<file path="src/rtl/asynchronous_fifo.sv">
// Single-clock FIFO with first-word fall-through read data.
// Occupancy is tracked by two ADDRESS_SIZE+1 bit pointers. The extra
// MSB is a wrap bit that tells "full" apart from "empty" when the
// address bits of the two pointers are equal.
module asynchronous_fifo #(
    parameter int DSIZE        = 8,
    parameter int ADDRESS_SIZE = 4
) (
    input  logic             wclk,
    input  logic             wrst,
    input  logic             winc,
    input  logic [DSIZE-1:0] wdata,
    input  logic             rinc,
    output logic [DSIZE-1:0] rdata,
    output logic             wfull,
    output logic             rempty
);

    localparam int DEPTH = 1 << ADDRESS_SIZE;
    localparam logic [ADDRESS_SIZE:0] PTR_ONE = 1;

    logic [DSIZE-1:0]      mem [DEPTH];
    logic [ADDRESS_SIZE:0] wptr;
    logic [ADDRESS_SIZE:0] rptr;
    logic                  write_en;
    logic                  read_en;

    // Requests are honoured only when the flags allow them. This is what
    // stops overflow while full and underflow while empty.
    assign write_en = winc & ~wfull;
    assign read_en  = rinc & ~rempty;

    // Store accepted write data at the write address.
    // NOTE: the storage array is deliberately left out of reset. Resetting
    // the pointers already empties the FIFO, and a reset on the array would
    // prevent it from mapping onto RAM.
    always_ff @(posedge wclk) begin
        if (wrst && write_en) begin
            mem[wptr[ADDRESS_SIZE-1:0]] <= wdata;
        end
    end

    // Write pointer. Reset takes priority over any write request.
    // NOTE: registers are updated with <= so that every always_ff block
    // samples the values that were present before the clock edge.
    always_ff @(posedge wclk) begin
        if (!wrst) begin
            wptr <= '0;
        end else if (write_en) begin
            wptr <= wptr + PTR_ONE;
        end
    end

    // Read pointer. Reset takes priority over any read request.
    always_ff @(posedge wclk) begin
        if (!wrst) begin
            rptr <= '0;
        end else if (read_en) begin
            rptr <= rptr + PTR_ONE;
        end
    end

    // Both flags are decoded from the registered pointers only, so they
    // change only after a clock edge. The FIFO is empty when all pointer
    // bits match. It is full when only the wrap bit differs.
    assign rempty = (wptr == rptr);
    assign wfull  = (wptr[ADDRESS_SIZE] != rptr[ADDRESS_SIZE]) &&
                    (wptr[ADDRESS_SIZE-1:0] == rptr[ADDRESS_SIZE-1:0]);

    // The head word is presented before the pop. Output is zero while empty.
    assign rdata = rempty ? '0 : mem[rptr[ADDRESS_SIZE-1:0]];

endmodule

</file>
<file path="config.mk">
export PLATFORM = sky130hd
export DESIGN_NAME = asynchronous_fifo
export DESIGN_NICKNAME = d
export VERILOG_FILES = /design/src/rtl/asynchronous_fifo.sv
export SDC_FILE = /design/constraint.sdc
export NUM_CORES = 1
export LEC_CHECK = 0
export CELL_PAD_IN_SITES_DETAIL_PLACEMENT = 0
export CELL_PAD_IN_SITES_GLOBAL_PLACEMENT = 1
export CORE_MARGIN = 2
export CORE_UTILIZATION = 56
export CTS_CLUSTER_DIAMETER = 40
export CTS_CLUSTER_SIZE = 14
export DETAILED_ROUTE_END_ITERATION = 7
export PLACE_DENSITY_LB_ADDON = 0.1
export SLEW_MARGIN = 40
export SYNTH_ARGS = -nofsm -noshare
export SYNTH_HDL_FRONTEND = slang
export SYNTH_SLANG_ARGS = --single-unit
</file>
<file path="constraint.sdc">
create_clock -name wclk -period 4.27 [get_ports wclk]
set_input_delay 0.427 -clock wclk [delete_from_list [all_inputs] [get_ports wclk]]
set_output_delay 0.427 -clock wclk [all_outputs]
set_load 0.01 [all_outputs]
</file>
==> flow_summary.ini <==
[cells_and_area]
final_cells = 519
fin_nets = 387
drive_gt1_share_pct = 24.54
final_cell_mix = edfxtp_1 (128), mux4_2 (25), nand2_1 (25)
utilization_pct = 67.84
antenna_cells = 0
layout_commonest_cell = edfxtp_1
syn_to_final_growth_pct = 18.25

[setup_path]
timing.rr.start = wptr[3]
worstSetupPathType = flip-flop to output pin
cp-start-kind = flip-flop
endpoint_kind = output pin
crit_chain = buf_4, mux2i_1, a221oi_1, o21ai_0, a21oi_1, clkdlybuf4s50_1
required_ns = 3.84
worst-path-max-fanout = 24
cp_slowest_stage_delay_ns = 0.79
crit_arrival_ns = 3.07
cp_slowest_cell = dfxtp_2

[power_and_ir_drop]
cellPowerDensity_nw_per_um2 = 489.4
peakVddDrop_v = 0.0003570
netSwitchingFraction_pct = 23.53
clockPowerShare_pct = 43.1
power_leakage_uw = 0.002153
p_seq_share_pct = 45.7
p_comb_share_pct = 11.2
p_int_uw = 2609
power.switching_uw = 802.9

[cts]
path_clk_slew_ns = 0.06
clk_latency_ns = 0.53
cts.sinks = 142
post_cts_buffers = 0
h-tree-depth = 4
postCtsHoldBufs = 0
numCtsBuffers = 17
cts_buffer_depth = 2
clock-root-buffer = clkbuf_8
cts_resized = 0
cts_tree = yes

[routing]
totalWireLength_mm = 11.86
dr.pass1.iters = 5
drt_iter0_markers = 301
drc = 0
routed_via_density = 6.094
ant_nets = 0
vias = 3163
drt-wirelength-per-cell_um = 22.85

[min_path]
hp-class = flip-flop to flip-flop
worstHoldStart = rptr[3]

[yosys]
synth_top_area_share_pct = 65.20
ys_types = 37
synth-seq-cells = 142
synth_area_per_cell_sq_um = 17.76
synth_cells = 332
yosys_warnings = 0
synth_nets = 349
yosysTopAreaCell = edfxtp_1
netlist_area_sq_um = 5896
seq_area_frac_synth_pct = 69.95
netlist_top_cells_area = edfxtp_1 (65%), mux4_2 (9.6%), dfxtp_1 (4.8%), mux2i_1 (4.1%), nand2_1 (1.6%)

[sta]
rsz0062_at_grt = false
post-route-period-util_pct = 81.95
holdWs_ns = 0.5330
setup_tns_ns = 0
hold_viol = 0
drv_slew = 0
fin_skew_ns = 0.008925
finalSetupViolCount = 0
max_slew_margin_pct = 47.15
worst_pin_slew_ns = 0.7917
max_freq_mhz = 285.8
period_minus_slack_ns = 3.499

[status]
status = completed

[grt]
grt_pass1_vias = 3117
grt_pass1_wl_mm = 18.15
grt_start_max_net_pins = 28
grt_overflow_total = 0
antenna_found_initial = 0
grt_use_total_pct = 22.82

[floorplan]
io_pins = 22
floorplan.initialDensity_pct = 57.37
die-area_sq_um = 11360
die_x_um = 106.6
core_sq_um = 10280
rows = 37
die_h_um = 106.6

[placed_design]
place_congestion = 0.8061
dp_hpwl_mm = 7.603
port_buffers = 21
numPlacedInstances = 487

[flow_run]
cap_violations = 0
power groups by stage:
stage	Clock, uW	Combinational, uW	Sequential (uW)
2_1_floorplan	0	253	1570
3_3_place_gp	0	370	1590
3_5_place_dp	0	380	1590
4_1_cts	1490	383	1560
5_1_grt	1550	410	1560
6_report	1470	383	1560
registers in the layout (all words and copies together) (netlist names), named ones only:
signal,count
mem,128
rptr,5
wptr,5
cell type report:
| type | count | area [sq um] |
|---|---|---|
| clock inverter | 14 | 186.4 |
| timing repair buffer | 37 | 330.3 |
| sequential | 142 | 4125 |
| inverter | 8 | 30.03 |
| multi-input combinational | 164 | 1712 |
| fill | 712 | 3306 |
| clock buffer | 18 | 417.9 |
| tap | 136 | 170.2 |
per-layer routing:
layer | wire length, um | GRT usage [%] | part of all wire (%) | up-vias
li1 | - | - | - | 1414
met1 | 4966 | 30.51 | 42 | 1620
met2 | 5999 | 36.12 | 51 | 104
met3 | 619 | 5.289 | 5.2 | 25
met4 | 276 | 10.30 | 2.3 | 0
met5 | 0 | 0 | 0 | -
metrics by stage:
step / total power, uW / setup WS, ns / cell area (sq um)
2_1_floorplan: 1824 / 1.780 / 5896
3_3_place_gp: 1957 / 1.284 / 6321
3_5_place_dp: 1969 / 1.112 / 6365
4_1_cts: 3429 / 0.5408 / 6969
5_1_grt: 3522 / 0.5761 / 6972
6_report: 3412 / 0.7707 / 6972
synth_stat cells, drive strengths merged:
cell type,n
a2111oi,2
a211oi,1
a21oi,10
a221oi,7
a311o,2
a311oi,1
and2,1
and2b,1
and4,1
buf,12
clkbuf,6
dfxtp,14
edfxtp,128
ha,5
inv,8
mux2,7
mux2i,24
mux4,25
nand2,25
nand2b,5
nand3,2
nand4,5
nor2,3
nor3,8
nor4,5
nor4b,4
o211a,1
o211ai,3
o21ai,9
or4,1
xnor2,5
xor2,1
kinds of logic after synthesis:
| kind of cell | after synthesis | synth area share [%] |
|---|---|---|
| muxes | 56 | 14.96 |
| AOI/OAI and AO/OA | 36 | 5.009 |
| xor gates and xnor gates | 6 | 1.146 |
| buffers and inverters | 26 | 2.547 |
| and+or+nand+nor | 61 | 5.327 |
| DFF | 142 | 69.95 |
| adders and majority gates | 5 | 1.061 |
path summary, 6_finish.rpt:
check	to	cells after the start	slack, ns
setup / recovery	rdata[4]	6	0.77
hold / removal	flip-flop	2	0.53
setup reg to reg	mem[6][6]	4	1.64
hold reg to reg	flip-flop	2	0.53
critical path, delay by kind of cell (launching register included):
kind / cells / cell delay, ns
flops: 1 / 0.79
buf+inv: 2 / 0.95
mux: 1 / 0.12
compound gates: 3 / 0.67
Note: power is estimated with default switching activity, not from simulation.
